$ cat src/rtl/imem_pkg.sv
// Shared instruction-memory constants and the boot loader state type.
// Used by imem_loader and by the instruction memory address decode.
package imem_pkg;

    localparam logic [31:0] IMEM_BASE  = 32'hBFC00000;
    localparam int          IMEM_BYTES = 4096;

    typedef enum logic [2:0] {
        IDLE,
        LEN_LO,
        LEN_HI,
        DATA,
        CHK,
        DONE,
        ERR
    } loader_state_t;

endpackage

$ cat src/rtl/imem_loader.sv
// Boot loader: length-prefixed byte stream into imem, core held in reset until done.
// Define IMEM_LOADER_CHECKSUM_EN to require a trailing XOR checksum byte.
module imem_loader
    import imem_pkg::*;
#(
    parameter logic [31:0] BASE_ADDR = IMEM_BASE,
    parameter int          MEM_BYTES = IMEM_BYTES
) (
    input  logic        clk,
    input  logic        rst_n,
    input  logic        start,
    input  logic        rx_valid,
    input  logic [7:0]  rx_data,
    output logic        rx_ready,
    output logic        mem_we,
    output logic [31:0] mem_addr,
    output logic [7:0]  mem_wdata,
    output logic        cpu_rst_n,
    output logic        busy,
    output logic        done,
    output logic        error,
    output logic [12:0] bytes_loaded
);

    localparam int OW = $clog2(MEM_BYTES);

    loader_state_t state;
    loader_state_t state_nx;

    logic [7:0]    len_lo;
    logic [15:0]   len;
    logic [OW-1:0] offset;
    logic [15:0]   n_hdr;
    logic          len_bad;
    logic          last_byte;
    logic          xfer;
    logic          restart;

`ifdef IMEM_LOADER_CHECKSUM_EN
    logic [7:0]    csum;
`endif

    assign n_hdr     = {rx_data, len_lo};
    assign len_bad   = (n_hdr == 16'd0) || (int'(n_hdr) > MEM_BYTES);
    assign last_byte = ({{(16-OW){1'b0}}, offset} == len - 16'd1);
    assign xfer      = rx_valid & rx_ready;
    assign restart   = (state_nx == LEN_LO) && (state != LEN_LO);

    always_comb begin
        rx_ready = 1'b0;
        unique case (state)
            LEN_LO, LEN_HI, DATA, CHK: rx_ready = 1'b1;
            default:                   rx_ready = 1'b0;
        endcase
    end

    assign busy = rx_ready;

    always_comb begin
        state_nx = state;
        unique case (state)
            IDLE, DONE, ERR: begin
                if (start) state_nx = LEN_LO;
            end
            LEN_LO: begin
                if (xfer) state_nx = LEN_HI;
            end
            LEN_HI: begin
                if (xfer) state_nx = len_bad ? ERR : DATA;
            end
            DATA: begin
`ifdef IMEM_LOADER_CHECKSUM_EN
                if (xfer && last_byte) state_nx = CHK;
`else
                if (xfer && last_byte) state_nx = DONE;
`endif
            end
`ifdef IMEM_LOADER_CHECKSUM_EN
            CHK: begin
                if (xfer) state_nx = (rx_data == csum) ? DONE : ERR;
            end
`endif
            default: state_nx = IDLE;
        endcase
    end

    always_ff @(posedge clk or negedge rst_n) begin
        if (!rst_n) state <= IDLE;
        else        state <= state_nx;
    end

    always_ff @(posedge clk or negedge rst_n) begin
        if (!rst_n) begin
            len_lo       <= '0;
            len          <= '0;
            offset       <= '0;
            mem_we       <= 1'b0;
            mem_addr     <= BASE_ADDR;
            mem_wdata    <= '0;
            cpu_rst_n    <= 1'b0;
            done         <= 1'b0;
            error        <= 1'b0;
            bytes_loaded <= '0;
`ifdef IMEM_LOADER_CHECKSUM_EN
            csum         <= '0;
`endif
        end else begin
            mem_we    <= 1'b0;
            // release one edge after DONE so the last write commits first
            cpu_rst_n <= (state == DONE) && (state_nx == DONE);
            if (restart) begin
                done         <= 1'b0;
                error        <= 1'b0;
                bytes_loaded <= '0;
`ifdef IMEM_LOADER_CHECKSUM_EN
                csum         <= '0;
`endif
            end
            if (state_nx == DONE && state != DONE) done  <= 1'b1;
            if (state_nx == ERR  && state != ERR)  error <= 1'b1;
            if (xfer && state == LEN_LO) len_lo <= rx_data;
            if (xfer && state == LEN_HI) begin
                len    <= n_hdr;
                offset <= '0;
            end
            if (xfer && state == DATA) begin
                mem_we       <= 1'b1;
                mem_addr     <= BASE_ADDR + 32'(offset);
                mem_wdata    <= rx_data;
                bytes_loaded <= bytes_loaded + 13'd1;
                if (!last_byte) offset <= offset + 1'b1;
`ifdef IMEM_LOADER_CHECKSUM_EN
                csum         <= csum ^ rx_data;
`endif
            end
        end
    end

endmodule

$ cat config.mk
export PLATFORM = sky130hd
export DESIGN_NAME = imem_loader
export DESIGN_NICKNAME = d
export VERILOG_FILES = /design/src/rtl/imem_pkg.sv /design/src/rtl/imem_loader.sv
export SDC_FILE = /design/constraint.sdc
export NUM_CORES = 1
export LEC_CHECK = 0
export ABC_AREA = 1
export BUFFER_PORTS_ARGS = -buffer_cell sky130_fd_sc_hd__buf_2
export CORE_ASPECT_RATIO = 0.75
export CORE_UTILIZATION = 40
export DETAILED_ROUTE_END_ITERATION = 8
export GPL_TIMING_DRIVEN = 0
export SLEW_MARGIN = 20
export SYNTH_ARGS = -nofsm -noshare
export SYNTH_HDL_FRONTEND = slang
export SYNTH_SLANG_ARGS = --single-unit
$ cat constraint.sdc
create_clock -name clk -period 2.94 [get_ports clk]
set_clock_uncertainty 0.15 [all_clocks]
set_input_delay 0.147 -clock clk [delete_from_list [all_inputs] [get_ports clk]]
set_output_delay 0.147 -clock clk [all_outputs]
set_load 0.02 [all_outputs]
==> results.json, run 1 <==
{
  "status": "finished clean",
  "max_cap_viol_count": 0,
  "netlist_instances": 570,
  "cts_tree": "built",
  "nFillCells": 970,
  "vdd_drop_max_v": 0.000427,
  "synth_top_area_cell": "dfrtp_1",
  "via_per_inst": 4.74,
  "crit_type": "flip-flop to flip-flop",
  "grt_max_degree": 41,
  "layout_commonest_cell": "nand2_1",
  "cts.htree.levels": 3,
  "die_width_um": 120,
  "hold_viol": 0,
  "crit_path_start_kind": "flip-flop",
  "synthTopCellsByArea": "dfrtp_1 46%, nand2_1 15%, o21ai_0 7.1%, inv_1 6.5%, nand3_1 6.0%",
  "io_pins": 71,
  "power_density_mw_per_mm2": 973,
  "period_needed_ns": 2.68,
  "avgSynthCellArea_um2": 7.30,
  "drive_above_1_share": 0.160,
  "synthToLayoutAreaGrowth_pct": 22.0,
  "io_buffers": 50,
  "drt_pass1_iterations": 5,
  "synthMuxAreaShare": 0,
  "placed_area_mm2": 0.00467,
  "cts_root_buffer": "clkbuf_16",
  "startpoint": "len[0]$_DFFE_PN0P_",
  "cp-end-kind": "flip-flop",
  "clk_latency_ns": 0.34,
  "max_clock_freq_ghz": 0.373,
  "rsz0062_at_grt": "no",
  "hp-start": "rx_data[2]",
  "antennaDiodeCount": 0,
  "dieHeight_um": 90.3,
  "synth_top_family_by_area": "simple AND/OR/NAND/NOR gates",
  "synth-simple-area-share": 0.306,
  "ant_nets": 0,
  "critPathMaxFanout": 10,
  "relSlewSlack": 0.625,
  "coreArea_mm2": 0.00989,
  "min_path_type": "primary input to flip-flop",
  "grt_pass1_wl_um": 18100,
  "rows": 31,
  "clock_sinks": 76,
  "yosysSeqAreaShare": 0.457,
  "die_area_mm2": 0.0108,
  "multi_input_area_mm2": 0.00185,
  "crit_arrival_ns": 2.76,
  "finalWirelength_um": 10700,
  "drc": 0,
  "fin_tns_setup_ns": 0,
  "place_ws_ns": 0.0898,
  "antenna_found_initial": 0,
  "vias": 3777,
  "drt_iter0_markers": 260,
  "synth_top_cell_area_share": 0.457,
  "numCtsBuffers": 9,
  "fin_crit_sh": 0.913,
  "final_cells": 796,
  "dp_hpwl_um": 8120,
  "crit_required_ns": 3.02,
  "grtUsageTotal": 0.217,
  "clk_pin_slew_ns": 0.06,
  "slew_viol_final": 0,
  "grt-ovfl-total": 0,
  "mostFrequentLayoutCells": "163 x nand2_1, 76 x dfrtp_1, 72 x inv_1, 59 x o21ai_0, 55 x nor2_1",
  "register_area_mm2": 0.00190,
  "ys_types": 32,
  "synth_compound_gate_area_share": 0.0902,
  "start_util": 0.421,
  "cts_max_path_buffers": 2,
  "grt_pass1_vias": 3619,
  "synth_warnings": 0,
  "synthAdderAreaFrac": 0.00902,
  "placed_cells": 771,
  "synth_area_mm2": 0.00416,
  "gp_congestion": 0.869,
  "power_leakage_nw": 2.66,
  "synth_xor_area_frac": 0.0168,
  "post_drt_wl_per_cell_um": 13.5,
  "worstMarginPinSlew_ns": 0.557,
  "final_util": 0.513,
  "design_area_mm2": 0.00508,
  "reg2reg_from": "len[0]$_DFFE_PN0P_",
  "setup_viol": 0,
  "ys_ff_latch": 76,
  "layout.nets": 674,
  "setup_slack_ns": 0.256
}
routing by layer:
| metal | vias up | track usage | share of wire |
|---|---|---|---|
| li1 | 1943 | - | - |
| met1 | 1725 | 0.315 | 0.51 |
| met2 | 96 | 0.318 | 0.41 |
| met3 | 13 | 0.0518 | 0.059 |
| met4 | 0 | 0.0635 | 0.015 |
| met5 | - | 0 | 0 |
worst max-delay path: stages (launching register included):
cell	delay (ns)
dfrtp_1	0.39
inv_1	0.20
ha_4	0.21
nand2_2	0.11
nor2_4	0.20
nand2_1	0.07
nand2_1	0.06
nand2_1	0.05
nor2_1	0.08
nand2_1	0.09
nor2_2	0.13
nand4_1	0.10
nand2_1	0.09
nand2_1	0.08
nor2_1	0.14
nand2_2	0.12
buf_6	0.16
nand3_1	0.06
nand2_1	0.07
worst paths after layout:
kind	slack (ns)	cells after the start	endpoint
worst max-delay path	0.26	18	bytes_loaded[7]$_DFFE_PN0P_
worst min-delay path	0.02	3	mem_wdata[2]$_DFFE_PN0P_
worst max register to register	0.26	18	bytes_loaded[7]$_DFFE_PN0P_
worst min register to register	0.33	2	mem_addr[1]$_DFFE_PN0P_
max in group asynchronous	1.88	3	bytes_loaded[9]$_DFFE_PN0P_
min in group asynchronous	0.18	2	len[1]$_DFFE_PN0P_
flip-flops by register name (all words and copies together), names as in the netlist:
register      flops
len              16
bytes_loaded     13
mem_addr         12
offset           12
len_lo            8
mem_wdata         8
state             3
cpu_rst_n         1
done              1
error             1
mem_we            1
cell type report:
class | count | area share
sequential | 76 | 0.375
multi-input combinational | 403 | 0.364
timing repair buffer | 60 | 0.0715
inverter | 75 | 0.0554
clock buffer | 9 | 0.0444
buffer | 34 | 0.0429
tap | 132 | 0.0325
clock inverter | 7 | 0.0150
kinds of logic (layout without fill, tap and decap cells):
family / after synthesis / in the layout
simple gates: 300 / 300
buf+inv: 109 / 185
flops: 76 / 76
compound gates: 72 / 72
xor+xnor: 8 / 8
fa+ha+maj: 3 / 3
other cells: 2 / 20
cell usage after synthesis, drive strengths merged:
cell / count
xor2: 5
o21bai: 1
nor4: 4
inv: 74
dfrtp: 76
nor3: 8
nand2: 167
xnor2: 3
buf: 25
a21oi: 4
nand3b: 3
o31ai: 3
and3: 1
or2: 3
clkbuf: 9
o21ai: 61
nand4: 4
clkinv: 1
ha: 3
nand3: 50
a22oi: 1
nor2: 60
conb: 2
o22ai: 2
what timing repair did:
item | 4_1_cts | 5_1_grt
setup buffers | 0 | 0
endpoints found under the hold margin | 55 | 0
setup endpoints to repair | 0 | 20
hold buffers | 9 | 0
gates resized for setup | 0 | 4
through the flow:
step	hold slack, ns	power [mW]
5_1_grt	0.0323	5.37
4_1_cts	0.0167	4.93
3_3_place_gp	0.251	3.73
2_1_floorplan	-0.299	3.16
6_report	0.0224	4.94
3_5_place_dp	0.0142	3.78
where the power goes:
part           leakage, nW  switching, mW  total (mW)  internal, mW
sequential            1.00          0.300        1.67          1.37
clock                0.142          0.459        1.12         0.661
combinational         1.52           1.43        2.15         0.720
(Power assumes the default switching activity.)
==> run 2: changes to the inputs <==
--- a/config.mk
+++ b/config.mk
@@ -11,6 +11,7 @@
 export CORE_UTILIZATION = 40
 export DETAILED_ROUTE_END_ITERATION = 8
 export GPL_TIMING_DRIVEN = 0
+export PLACE_DENSITY = 0.71
 export SLEW_MARGIN = 20
 export SYNTH_ARGS = -nofsm -noshare
 export SYNTH_HDL_FRONTEND = slang
==> run 2 against run 1 <==
- sequential cell count is the same
- via count increased by 3.2%
- routed wire length fell by 3.3%
- non-clock buffer count is 1 lower
- largest cell class unchanged
- largest power group unchanged
- utilization down 0.13 points
- hold slack lost 0.0089 ns
- critical path depth did not move
- design area is 0.25% lower
- worst setup slack gained 0.035 ns
- combinational power about the same
- global-route usage fell by 1.2 points
==> results.json, run 2 (same netlist as run 1, synthesis figures left out) <==
{
  "power_density_mw_per_mm2": 975,
  "status": "finished clean",
  "hold_ws_ns": 0.0135,
  "crit_family": "simple AND/OR/NAND/NOR gates",
  "seqPwrFrac": 0.338,
  "power_leakage_nw": 2.66,
  "reg.largest.list": "len: 16 flops, bytes_loaded: 13 flops",
  "setup_viol": 0,
  "min_path_type": "primary input to flip-flop",
  "clk_latency_ns": 0.35,
  "highest_layer": "met4",
  "drt_pass1_iterations": 5,
  "cts_root_buffer": "clkbuf_16",
  "relSlewSlack": 0.542,
  "largest_reg_flops": 16,
  "hold_end": "mem_wdata[7]$_DFFE_PN0P_",
  "die_area_mm2": 0.0108,
  "fin_tns_setup_ns": 0,
  "fin_crit_sh": 0.901,
  "clock_sinks": 76,
  "slowest_stage": "dfrtp_1",
  "whs_path_depth": 3,
  "critPathMaxFanout": 10,
  "coreArea_mm2": 0.00989,
  "post_drt_wl_per_cell_um": 13.0,
  "drt_iter0_markers": 343,
  "antennaDiodeCount": 0,
  "layout.nets": 673,
  "antenna_found_initial": 0,
  "wl_met1_um": 5250,
  "drive_above_1_share": 0.160,
  "comb_power_share": 0.434,
  "gp_congestion": 0.933,
  "cts_max_path_buffers": 2,
  "mostFrequentLayoutCells": "163 x nand2_1, 76 x dfrtp_1, 72 x inv_1, 59 x o21ai_0, 55 x nor2_1",
  "cts.htree.levels": 3,
  "setup_slack_ns": 0.291,
  "crit_arrival_ns": 2.73,
  "clk_pin_slew_ns": 0.07,
  "nFillCells": 987,
  "grt_max_degree": 41,
  "wl_met3_um": 649,
  "rows": 31,
  "p_sw_mw": 2.24,
  "hold_viol": 0,
  "period_needed_ns": 2.65,
  "critPathBufInv": 2,
  "grt_pass1_vias": 3529,
  "start_util": 0.421,
  "synthToLayoutAreaGrowth_pct": 21.7,
  "swShare": 0.454,
  "intPower_mw": 2.70,
  "drc": 0,
  "dp_hpwl_um": 7810,
  "io_pins": 71,
  "reg2reg_from": "len[0]$_DFFE_PN0P_",
  "numCtsBuffers": 9,
  "finalWirelength_um": 10400,
  "grt_pass1_wl_um": 17300,
  "reg2reg_depth": 18,
  "cp_common_cell": "nand2_1",
  "register_area_mm2": 0.00190,
  "vias": 3896,
  "die_width_um": 120,
  "worstMarginPinSlew_ns": 0.688,
  "r2r_setup_slack_ns": 0.29,
  "max_cap_viol_count": 0,
  "ant_nets": 0,
  "worstReg2RegEnd": "bytes_loaded[10]$_DFFE_PN0P_",
  "vdd_drop_max_v": 0.000432,
  "crit_required_ns": 3.03,
  "slew_viol_final": 0,
  "multi_input_area_mm2": 0.00185,
  "cp-end-kind": "flip-flop",
  "rsz0062_at_grt": "no",
  "place_ws_ns": 0.136,
  "crit_type": "flip-flop to flip-flop",
  "grtUsageTotal": 0.204,
  "critical-path-max-stage-delay_ns": 0.39,
  "max_clock_freq_ghz": 0.377,
  "cts_tree": "built",
  "hp-start": "rx_data[7]",
  "io_buffers": 50,
  "met2_length_um": 4340,
  "path_depth": 18,
  "crit_path_start_kind": "flip-flop",
  "layout_commonest_cell": "nand2_1",
  "largest-register": "len",
  "via_per_inst": 4.90,
  "p_clk_frac": 0.228,
  "crit_path_cell_trace": "inv_1, ha_4, nand2_2, nor2_4, nand2_1, nand2_1, nand2_1, nor2_1, nand2_1, nor2_2, nand4_1, nand2_1, nand2_1, nor2_1, nand2_2, buf_6, nand3_1, nand2_1",
  "grt-ovfl-total": 0,
  "dieHeight_um": 90.3
}
run 2: worst max path at each step:
stage | start | to | slack, ns
6_report | len[0]$_DFFE_PN0P_ | bytes_loaded[10]$_DFFE_PN0P_ | 0.29
2_1_floorplan | len[0]$_DFFE_PN0P_ | offset[11]$_DFF_PN0_ | 0.64
3_3_place_gp | len[0]$_DFFE_PN0P_ | offset[11]$_DFF_PN0_ | 0.17
3_5_place_dp | len[0]$_DFFE_PN0P_ | offset[11]$_DFF_PN0_ | 0.14
4_1_cts | len[0]$_DFFE_PN0P_ | offset[11]$_DFF_PN0_ | 0.13
5_1_grt | len[0]$_DFFE_PN0P_ | bytes_loaded[2]$_DFFE_PN0P_ | 0.06
run 2: power groups by stage:
stage / Sequential (mW) / Clock (mW) / Combinational [mW]
2_1_floorplan: 1.76 / 0 / 1.41
3_3_place_gp: 1.66 / 0 / 2.04
3_5_place_dp: 1.68 / 0 / 2.09
4_1_cts: 1.66 / 1.14 / 2.11
5_1_grt: 1.72 / 1.18 / 2.43
6_report: 1.67 / 1.12 / 2.14
run 2: metal layers:
layer,track usage,up-vias
li1,-,1937
met2,0.291,118
met5,0,-
met4,0.0625,0
met1,0.309,1828
met3,0.0410,13
run 2: worst register-to-register path: stages, from the launching register on:
cell	delay [ns]
dfrtp_1	0.39
inv_1	0.19
ha_4	0.20
nand2_2	0.11
nor2_4	0.20
nand2_1	0.07
nand2_1	0.05
nand2_1	0.04
nor2_1	0.07
nand2_1	0.08
nor2_2	0.13
nand4_1	0.13
nand2_1	0.10
nand2_1	0.07
nor2_1	0.14
nand2_2	0.12
buf_6	0.16
nand3_1	0.06
nand2_1	0.06
run 2: what timing repair did:
action	CTS	global route
hold buffers	8	0
gates resized for setup	0	3
endpoints found under the hold margin	53	0
setup buffers	0	0
setup endpoints to repair	0	13
run 2: stage by stage:
stage / utilization / power [mW] / instances / cell area, um^2
2_1_floorplan: - / 3.16 / 588 / 4230
3_3_place_gp: 0.470 / 3.71 / 770 / 4640
3_5_place_dp: 0.472 / 3.77 / 771 / 4670
4_1_cts: 0.510 / 4.92 / 795 / 5050
5_1_grt: 0.512 / 5.33 / 795 / 5060
6_report: 0.512 / 4.94 / 795 / 5060
run 2: cell type report:
| type | instances | area share |
|---|---|---|
| timing repair buffer | 59 | 0.0697 |
| clock buffer | 9 | 0.0445 |
| inverter | 75 | 0.0556 |
| multi-input combinational | 403 | 0.365 |
| buffer | 34 | 0.0425 |
| sequential | 76 | 0.375 |
| tap | 132 | 0.0326 |
| clock inverter | 7 | 0.0151 |
